===== config.mk =====
export PLATFORM = sky130hd
export DESIGN_NAME = sdf_stage
export DESIGN_NICKNAME = d
export VERILOG_FILES = /design/src/rtl/sdf_stage.sv
export SDC_FILE = /design/constraint.sdc
export NUM_CORES = 1
export LEC_CHECK = 0
export BUFFER_PORTS_ARGS = -buffer_cell sky130_fd_sc_hd__buf_2
export CORE_ASPECT_RATIO = 0.75
export CORE_UTILIZATION = 54
export DETAILED_ROUTE_END_ITERATION = 8
export MAX_ROUTING_LAYER = met4
export PLACE_DENSITY = 0.81
export SLEW_MARGIN = 20
export SYNTH_ARGS = -nofsm -noshare
export SYNTH_HDL_FRONTEND = slang
export SYNTH_SLANG_ARGS = --single-unit

===== constraint.sdc =====
create_clock -name clk -period 9.2 [get_ports clk]
set_input_delay 2.3 -clock clk [delete_from_list [all_inputs] [get_ports clk]]
set_output_delay 2.3 -clock clk [all_outputs]
set_load 0.01 [all_outputs]

===== src/rtl/sdf_stage.sv =====
// Radix-2 single-path delay-feedback butterfly stage with a valid/ready input and an end-of-frame drain.
// Optional saturation and the sticky ovf_o port are enabled by defining SDF_STAGE_SAT_EN.
module sdf_stage #(
  parameter int DATA_W     = 17,
  parameter int LOG2_DELAY = 0,
  parameter int SCALE      = 0
) (
  input  logic              clk,
  input  logic              rst,
  input  logic              valid_i,
  output logic              ready_o,
  input  logic              flush_i,
  input  logic [DATA_W-1:0] data_in_r,
  input  logic [DATA_W-1:0] data_in_i,
  output logic              valid_o,
  output logic [DATA_W-1:0] data_out_r,
  output logic [DATA_W-1:0] data_out_i
`ifdef SDF_STAGE_SAT_EN
  ,
  output logic              ovf_o
`endif
);

  // Handshake: an input sample transfers on a rising edge where valid_i && ready_o.
  // ready_o is low only while draining. valid_o marks one output sample per cycle and
  // cannot be back-pressured.

  localparam int D  = 1 << LOG2_DELAY;
  localparam int CW = LOG2_DELAY + 1;
  localparam logic [CW-1:0] BLK_LAST = CW'(2 * D - 1);
  localparam logic [CW-1:0] DRN_LAST = CW'(D - 1);

  typedef enum logic [1:0] {FILL, RUN, DRAIN} state_t;

  state_t                        state_q;
  logic [CW-1:0]                 cnt_q;
  logic                          ready_q;
  logic                          valid_q;
  logic [DATA_W-1:0]             out_r_q;
  logic [DATA_W-1:0]             out_i_q;
  logic [D-1:0][2*DATA_W-1:0]    dl_q;

  logic                          accept;
  logic                          draining;
  logic                          adv;
  logic                          phase_b;
  logic [DATA_W-1:0]             p_r, p_i, x_r, x_i;
  logic [DATA_W:0]               sum_r, sum_i, dif_r, dif_i;
  logic [2*DATA_W-1:0]           out_d;
  logic [2*DATA_W-1:0]           dl_push_d;
  logic                          out_vld_d;

  // Reduce a DATA_W+1 bit sum/difference back to DATA_W bits.
  function automatic logic [DATA_W-1:0] fit(input logic [DATA_W:0] s);
    logic [DATA_W-1:0] v;
    v = s[DATA_W-1:0];
    if (SCALE != 0) v = s[DATA_W:1];
`ifdef SDF_STAGE_SAT_EN
    else if (s[DATA_W] != s[DATA_W-1])
      v = s[DATA_W] ? {1'b1, {(DATA_W-1){1'b0}}} : {1'b0, {(DATA_W-1){1'b1}}};
`endif
    return v;
  endfunction

  assign accept   = valid_i & ready_q;
  assign draining = (state_q == DRAIN);
  assign adv      = accept | draining;
  assign phase_b  = cnt_q[LOG2_DELAY];

  always_comb begin
    p_r       = dl_q[D-1][2*DATA_W-1:DATA_W];
    p_i       = dl_q[D-1][DATA_W-1:0];
    x_r       = draining ? '0 : data_in_r;
    x_i       = draining ? '0 : data_in_i;
    sum_r     = {p_r[DATA_W-1], p_r} + {x_r[DATA_W-1], x_r};
    sum_i     = {p_i[DATA_W-1], p_i} + {x_i[DATA_W-1], x_i};
    dif_r     = {p_r[DATA_W-1], p_r} - {x_r[DATA_W-1], x_r};
    dif_i     = {p_i[DATA_W-1], p_i} - {x_i[DATA_W-1], x_i};
    out_d     = {p_r, p_i};
    dl_push_d = {x_r, x_i};
    out_vld_d = (state_q != FILL);
    if (phase_b) begin
      out_d     = {fit(sum_r), fit(sum_i)};
      dl_push_d = {fit(dif_r), fit(dif_i)};
      out_vld_d = 1'b1;
    end
  end

`ifdef SDF_STAGE_SAT_EN
  logic ovf_q;
  logic clamp_d;

  function automatic logic clips(input logic [1:0] top);
    return (SCALE == 0) && (top[1] != top[0]);
  endfunction

  assign clamp_d = phase_b & (clips(sum_r[DATA_W -: 2]) | clips(sum_i[DATA_W -: 2]) |
                              clips(dif_r[DATA_W -: 2]) | clips(dif_i[DATA_W -: 2]));
  assign ovf_o   = ovf_q;
`endif

  always_ff @(posedge clk) begin
    if (rst) begin
      state_q <= FILL;
      cnt_q   <= '0;
      ready_q <= 1'b1;
      valid_q <= 1'b0;
      out_r_q <= '0;
      out_i_q <= '0;
`ifdef SDF_STAGE_SAT_EN
      ovf_q   <= 1'b0;
`endif
    end else begin
      valid_q <= adv & out_vld_d;
      if (adv & out_vld_d) begin
        out_r_q <= out_d[2*DATA_W-1:DATA_W];
        out_i_q <= out_d[DATA_W-1:0];
      end
`ifdef SDF_STAGE_SAT_EN
      if (adv & clamp_d) ovf_q <= 1'b1;
`endif
      unique case (state_q)
        FILL: begin
          if (accept) begin
            cnt_q <= cnt_q + CW'(1);
            if (cnt_q == BLK_LAST) state_q <= RUN;
          end
        end
        RUN: begin
          // A sample in the same cycle as flush takes priority; flush only lands on a block boundary.
          if (accept) begin
            cnt_q <= cnt_q + CW'(1);
          end else if (flush_i && cnt_q == '0) begin
            state_q <= DRAIN;
            ready_q <= 1'b0;
          end
        end
        DRAIN: begin
          if (cnt_q == DRN_LAST) begin
            state_q <= FILL;
            cnt_q   <= '0;
            ready_q <= 1'b1;
          end else begin
            cnt_q <= cnt_q + CW'(1);
          end
        end
        default: state_q <= FILL;
      endcase
    end
  end

  // Delay line is deliberately not reset; stale contents are never marked valid.
  if (D == 1) begin : g_dl_one
    always_ff @(posedge clk) begin
      if (adv) dl_q[0] <= dl_push_d;
    end
  end else begin : g_dl_many
    always_ff @(posedge clk) begin
      if (adv) dl_q <= {dl_q[D-2:0], dl_push_d};
    end
  end

  assign ready_o    = ready_q;
  assign valid_o    = valid_q;
  assign data_out_r = out_r_q;
  assign data_out_i = out_i_q;

endmodule


Word-level counts from Yosys, hierarchy flattened
Cells that the tools add are included.
{ "classes": {"addsub": 5, "mux": 18, "eq_ne": 8, "n_bitwise": 4, "n_reduce_logical": 9} }
{ "op_table": {"columns": ["operator", "count"], "rows": [
  ["34-bit two-way mux", 2],
  ["17-bit adder", 2],
  ["17-bit two-way mux", 2],
  ["17-bit subtractor", 2],
  ["2-bit two-way mux", 5],
  ["2-bit inequality test (second input constant)", 5],
  ["1-bit two-way mux", 6],
  ["2-bit case mux with 3 select lines", 1],
  ["2-bit nonzero test", 3],
  ["5-bit AND reduction", 1],
  ["1-bit case mux with 2 select lines", 2],
  ["4-bit AND reduction", 1],
  ["1-bit bitwise AND", 2],
  ["2-bit by 1-bit == test with 1-bit output (second input constant)", 1],
  ["2-bit == test (second input constant)", 1],
  ["2-bit zero test", 1],
  ["2-bit by 1-bit inequality test with 1-bit output (second input constant)", 1],
  ["2-bit AND reduction", 1],
  ["2-bit OR reduction", 1],
  ["1-bit adder (second input constant)", 1],
  ["1-bit logical AND", 1],
  ["1-bit inverter", 1],
  ["1-bit bitwise OR", 1]
]} }
{ "word_totals": {"register_bits": 73, "word_cells": 51, "in_bits": 38} }

Logic depth before layout (Yosys ltp)
Gate-level depths: netlist of run 1.
{ "depth": {"depth_word": 5, "ltp_mapped": 13, "mapped_depth_nobuf": 11} }

Least setup slack after synthesis of run 1
Ideal clock, no wire load.
{ "synth_timing": {"path_kind": "input to register", "from": "input port data_in_i[0]", "to": "register dl_q[16] (netlist name) (data pin)", "stages": 10, "required_ns": 8.938, "slack_ns": 4.672, "n_path_buf": 0, "arrival_time_ns": 4.266, "setup_time_ns": 0.262, "path_cell_list": "and2_1 -> ha_1 -> fa_1 -> nand3b_1 -> a211oi_1 -> o2111ai_1 -> a21oi_1 -> mux2i_1 -> a21oi_1 -> xor2_1"} }
{ "synth_via": {"elab_chain_len": 3} }
{ "synth_lines": {"columns": ["element", "line", "source"], "rows": [
  ["start, declared", "14", "input logic [DATA_W-1:0] data_in_i,"],
  ["17-bit two-way mux", "74", "x_i = draining ? '0 : data_in_i;"],
  ["17-bit subtractor", "78", "dif_i = {p_i[DATA_W-1], p_i} - {x_i[DATA_W-1], x_i};"],
  ["34-bit two-way mux", "82", "if (phase_b) begin"],
  ["named net dl_push_d[16]", "50", "logic [2*DATA_W-1:0] dl_push_d;"],
  ["end, declared", "41", "logic [D-1:0][2*DATA_W-1:0] dl_q;"]
]} }
The timed path passes the listed nets, and every way through them passes these cells.
A chain may end at the register's enable or synchronous reset.

Final worst setup path of run 1
{ "layout_timing": {"from": "input port data_in_r[4]", "to": "register dl_q[32] (netlist name) (data pin)"} }
{ "layout_via": {"elab_chain_len": 3} }
{ "layout_lines": {"columns": ["element", "line", "source"], "rows": [
  ["start, declared", "13", "input logic [DATA_W-1:0] data_in_r,"],
  ["17-bit two-way mux", "73", "x_r = draining ? '0 : data_in_r;"],
  ["17-bit subtractor", "77", "dif_r = {p_r[DATA_W-1], p_r} - {x_r[DATA_W-1], x_r};"],
  ["34-bit two-way mux", "82", null],
  ["named net dl_push_d[32]", "50", null]
]} }
The timed path passes the listed nets, and every way through them passes these cells.

==> results of run 1 <==
[area by class of cell]
class,count,area share
Clock inverter,5,0.00499
Multi-Input combinational cell,641,0.594
Timing Repair Buffer,79,0.0565
Sequential cell,73,0.248
Clock buffer,11,0.0348
Tap cell,162,0.0279
Inverter,65,0.0336
[final timing paths]
check                   end  slack, ns  cells past startpoint
max                dl_q[32]       4.56                     10
min          data_out_i[10]       0.45                      2
max reg2reg        dl_q[32]       5.00                     11
min reg2reg  data_out_i[10]       0.45                      2
[cells in the final DEF, fill, tap and decap left out, types with 4 or more instances in the layout]
master	count
inv_1	64
o211ai_1	6
ha_1	70
a211o_1	6
a21o_1	16
a31o_2	5
or3_1	9
a221oi_1	5
edfxtp_1	34
nand4_1	6
o21bai_1	7
o21ai_0	52
nand3b_1	4
nand2_1	100
nor3_1	14
o31ai_1	8
o21a_1	9
xor2_1	15
nor2b_1	8
a21oi_1	73
and3_1	10
nor4_1	6
a311oi_1	5
mux2i_1	8
nand3_1	10
nor2_1	61
a211oi_1	17
o22ai_1	7
clkbuf_16	9
a31oi_1	10
buf_4	6
dfxtp_1	38
buf_2	73
nand2b_1	10
xnor2_1	34
fa_1	4
[power groups by stage]
stage / clock [uW] / combinational (uW) / sequential [uW]
global route: 367 / 577 / 425
CTS: 354 / 514 / 419
floorplan: 0 / 391 / 419
detailed placement: 0 / 507 / 426
finish: 353 / 524 / 420
global placement: 0 / 499 / 424
[state kept, by name, summed over array words and instances (netlist names)]
signal and flops:
valid_o 1, data_out_i 17, data_out_r 17, dl_q 34, state_q 2, cnt_q 1, ready_o 1
[per-layer routing]
layer	vias to the layer above	share of wire
met3	26	0.094
met5	-	0
met4	0	0.015
met1	2943	0.49
li1	3023	-
met2	300	0.40
[cells by family after synthesis]
group | count (synthesis)
AO/OA/AOI/OAI | 257
AND/OR/NAND/NOR | 251
buffers and inverters | 113
adder cells (fa/ha/maj) | 74
flip-flops | 73
XOR/XNOR | 49
multiplexers | 10
[metrics by stage]
stage	hold slack (ns)	power (uW)	setup slack [ns]	instance area, sq um	utilization
floorplan	0.462	810	4.67	6550	-
global placement	0.436	923	4.33	6980	0.596
detailed placement	0.443	933	4.25	6980	0.596
CTS	0.451	1290	4.60	7270	0.621
global route	0.471	1370	4.41	7270	0.621
finish	0.448	1300	4.56	7270	0.621
[tightest hold or removal path, cell delays in order, from the launching register on]
cell,delay (ns)
dfxtp_1,0.31
nand2_1,0.05
a21oi_1,0.05
==> metrics.yaml, run 1 <==
worst_pin_slew_ns: 0.755
drt_first_iter_violations: 745
hold_path.class: "flop to flop"
crit_start: "data_in_r[4]"
clock_latency_ns: 0.35
die_h_um: 97.4
layout_min_cycle_time_ns: 4.64
holdCritStartpoint: "data_out_i[10]"
cp_data_arrival_time_ns: 4.72
routed_wl_um: 17900
r2r_start: "state_q[0]"
yosys.area.top_type: "edfxtp_1"
async_flop_share: 0
rsz0062_at_grt: "no"
fp-row-count: 34
cts_htree_levels: 3
antenna_found_initial: 0
port_buffers: 73
synth_top_family_by_area: "compound AO/OA/AOI/OAI gates"
synth_nets: 939
outcome: "complete, no violations"
netlist.area_leader.share: 0.156
synth_cell_types: 68
io_pins: 74
clk_pin_slew_ns: 0.06
ys_ff_latch: 73
grt_usage: 0.302
p_sw_uw: 505
regArea_sq_mm: 0.00180
p_per_area_mw_per_mm2: 179
synth_fa_ha_area_frac: 0.146
cp-end-kind: "flop"
synthMuxAreaShare: 0.0157
antenna_left: 0
p_int_uw: 792
ys.warnings.count: 0
synthTopCellsByArea: "edfxtp_1, ha_1, dfxtp_1, nand2_1, a21oi_1"
cp_max_fo: 9
skew_ns: 0.0105
wire_per_inst_um: 17.2
vdd_ir_drop_max_uv: 106
syn_to_final_growth_pct: 10.9
global_route.usage.met2: 0.404
numCtsBuffers: 9
cap_viol_max_count: 0
synth_area_per_cell_sq_um: 7.92
fin_cells: 1036
setup_tns_ns: 0
grt-ovfl-total: 0
cts_sinks: 73
min_period_over_period: 0.505
worst-path-buf-inv: 1
fill_cells: 986
top_usage_layer: "met1"
worstSetupPathType: "primary input to flop"
place_hpwl_um: 12900
switching_share: 0.390
p_leak_uw: 0.00329
dr.pass1.iters: 5
critical_path.max_stage_delay_ns: 0.55
die_area_sq_mm: 0.0126
setup_viol: 0
yosysSeqAreaShare: 0.275
pwr-share-clk: 0.272
antenna-diode-count: 0
fmax_mhz: 215
critPathLaunchType: "primary input"
synth_commonest_cells: "nand2_1, a21oi_1, ha_1"
coreArea_sq_mm: 0.0117
grt_max_degree: 49
path_cells: "buf_2, nand2_1, ha_1, a21oi_1, o21ai_0, a211oi_1, o21bai_1, a311oi_1, xor2_1, o21ai_1"
place.gp.congestion: 0.927
drc: 0
synth.most_common_cell: "nand2_1"
crit_slowest_cell: "a211oi_1"
synth_compound_area_frac: 0.255
cts.repair.resized: 0
dieWidth_um: 129
synthCells: 827
cts-root-buf: "clkbuf_16"
p_seq_frac: 0.324
multiInputGateArea_sq_mm: 0.00432
slew_viol_final: 0
hold_viol: 0
cts_hold_buf: 0
required_ns: 9.28
grt_pass1_vias: 5706
synthXorXnorAreaFrac: 0.0655
synth-edff-count: 34
final_nets: 981
synth_flop_cell: "dfxtp_1"
drive_above_1_share: 0.130
start_util: 0.560
use_met1: 0.458
grt_pass1_wl_um: 29200
dpl.cell_count: 1020
clockBufferDepth: 2
synth.cell_area_sq_mm: 0.00655
cts_setup_buffers: 0
comb_power_share: 0.404
via_per_inst: 6.07
cts_tree: "yes"
met3_usage: 0.0562
yosys.area_share.simple: 0.176
slew_headroom: 0.484
path_delay_family: "compound AO/OA/AOI/OAI gates"
num_vias: 6292
Note: power is estimated with default switching activity, not from simulation.
==> run 2, diff against run 1 <==
--- a/config.mk
+++ b/config.mk
@@ -5,12 +5,13 @@
 export SDC_FILE = /design/constraint.sdc
 export NUM_CORES = 1
 export LEC_CHECK = 0
+export ABC_AREA = 1
 export BUFFER_PORTS_ARGS = -buffer_cell sky130_fd_sc_hd__buf_2
 export CORE_ASPECT_RATIO = 0.75
 export CORE_UTILIZATION = 54
 export DETAILED_ROUTE_END_ITERATION = 8
 export MAX_ROUTING_LAYER = met4
-export PLACE_DENSITY = 0.81
+export PLACE_DENSITY = 0.8
 export SLEW_MARGIN = 20
 export SYNTH_ARGS = -nofsm -noshare
 export SYNTH_HDL_FRONTEND = slang
==> constraint.sdc (replaced) <==
create_clock -name clk -period 4.45 [get_ports clk]
set_input_delay 1.1125 -clock clk [delete_from_list [all_inputs] [get_ports clk]]
set_output_delay 1.1125 -clock clk [all_outputs]
set_load 0.01 [all_outputs]
==> metrics.yaml, run 2 <==
p_total_uw: 3580
outcome: "complete, no violations"
via_per_inst: 5.40
num_vias: 7225
synth.most_common_cell: "nand2_1"
ys.warnings.count: 0
drt_first_iter_violations: 694
netlist.area_leader.share: 0.172
synth_flop_cell: "dfxtp_1"
ys_ff_latch: 73
cts_htree_levels: 3
p_leak_uw: 0.00419
antenna_left: 0
regMostFlops: "dl_q"
use_met1: 0.442
synthCells: 1110
cts_tree: "yes"
place.gp.congestion: 0.985
cap_viol_max_count: 0
yosysSeqAreaShare: 0.249
hold_path.class: "flop to flop"
synth_cell_types: 44
path_cells: "nand2_4, inv_1, nor2_1, ha_1, fa_1, inv_1, nand3_1, nand2_1, nand3_1, nand3_2, nand3_1, nand2_1, nand2_1, nand3_1, o21ai_0"
clockBufferDepth: 2
io_pins: 74
synth_area_per_cell_sq_um: 6.51
numCtsBuffers: 9
die_h_um: 102
final_nets: 1273
synth_nets: 1222
min_path_cells: 2
synth-edff-count: 34
port_buffers: 73
global_route.usage.met2: 0.441
fp-row-count: 36
grt_max_degree: 96
p_per_area_mw_per_mm2: 453
cp-end-kind: "flop"
regArea_sq_mm: 0.00180
crit_top_cell: "nand3_1"
met3_usage: 0.0382
cp_data_arrival_time_ns: 2.95
coreArea_sq_mm: 0.0130
fmax_mhz: 345
dr.pass1.iters: 7
drive_above_1_share: 0.153
layout_min_cycle_time_ns: 2.90
fin_ws_ns: 1.55
cts.repair.resized: 0
slew_headroom: 0.333
hold_viol: 0
skew_ns: 0.00805
antenna-diode-count: 0
fill_cells: 1222
cts_hold_buf: 0
grt_pass1_vias: 6515
worst_pin_slew_ns: 1.00
largest_reg_flops: 34
die_area_sq_mm: 0.0139
synth_commonest_cells: "nand2_1, inv_1, nor2_1"
yosys.area.top_type: "nand2_1"
synth.cell_area_sq_mm: 0.00723
routed_wl_um: 19400
crit_start: "state_q[1]"
drc: 0
setup_tns_ns: 0
setup_viol: 0
start_util: 0.555
grt_pass1_wl_um: 31700
cts_sinks: 73
most-common-layout-cells: "nand2_1, inv_1, nor2_1, a21oi_1, buf_2"
dieWidth_um: 136
crit_slowest_cell: "dfxtp_1"
critPathLaunchType: "flop"
synthTopCellsByArea: "nand2_1, edfxtp_1, ha_1, dfxtp_1, inv_1"
mostFrequentLayoutCell: "nand2_1"
pre_cts_ws_ns: 1.25
rsz0062_at_grt: "no"
slew_viol_final: 0
cts_setup_buffers: 0
cts-root-buf: "clkbuf_16"
required_ns: 4.50
worstSetupPathType: "flop to flop"
vdd_ir_drop_max_uv: 263
async_flop_share: 0
place_hpwl_um: 14200
critical_path.max_stage_delay_ns: 0.45
wire_per_inst_um: 14.5
r2r_start: "state_q[1]"
min_period_over_period: 0.651
antenna_found_initial: 0
cp_max_fo: 37
top_usage_layer: "met1"
reg2reg_depth: 15
grt_usage: 0.302
syn_to_final_growth_pct: 9.28
multiInputGateArea_sq_mm: 0.00454
grt-ovfl-total: 0
clk_pin_slew_ns: 0.06
holdCritStartpoint: "data_out_i[14]"
clock_latency_ns: 0.34
[run 2: report_power, final]
group	leakage, uW	total (uW)	internal (uW)	switching (uW)
Sequential	0.000655	970	866	105
Clock	0.000150	800	492	308
Combinational	0.00339	1810	605	1210
Total	0.00419	3580	1960	1620
[run 2: area by class of cell]
class / count / share of cell area
Clock inverter: 5 / 0.0103
Tap cell: 171 / 0.0271
Timing Repair Buffer: 76 / 0.0491
Inverter: 169 / 0.0806
Sequential cell: 73 / 0.228
Multi-Input combinational cell: 832 / 0.575
Clock buffer: 11 / 0.0295
[run 2: per-layer routing]
layer / wire (um) / up-vias / share of wire
met1: 9880 / 3283 / 0.51
li1: - / 3625 / -
met3: 1480 / 28 / 0.076
met5: 0 / - / 0
met4: 174 / 0 / 0.0090
met2: 7840 / 289 / 0.40
[run 2: worst max-delay path, delay by kind of cell (launching register included)]
kind / cells / cell delay, ns
AND/OR/NAND/NOR: 10 / 1.18
adder cells (fa/ha/maj): 2 / 0.65
flip-flops: 1 / 0.45
buffers and inverters: 2 / 0.24
AO/OA/AOI/OAI: 1 / 0.10
[run 2: cells by family (layout without fill, tap and decap cells)]
family,count (synthesis),count (layout),share of synthesized area
and+or+nand+nor,551,551,0.324
adders and majority gates,74,74,0.132
buffers and inverters,205,261,0.123
AOI/OAI and AO/OA,188,188,0.149
DFF,73,73,0.249
xor gates and xnor gates,19,19,0.0230
[run 2: path summary, 6_finish.rpt]
path | end | slack (ns)
setup / recovery | dl_q[33] | 1.55
hold / removal | data_out_i[14] | 0.47
hold reg to reg | data_out_i[14] | 0.47
setup reg to reg | dl_q[33] | 1.55
[run 2: per-stage QoR]
stage | instance area (sq um) | util | cells | hold slack [ns]
floorplan | 7230 | - | 1110 | 0.486
global placement | 7590 | 0.583 | 1321 | 0.453
detailed placement | 7590 | 0.583 | 1321 | 0.457
CTS | 7900 | 0.607 | 1337 | 0.467
global route | 7900 | 0.607 | 1337 | 0.487
finish | 7900 | 0.607 | 1337 | 0.467
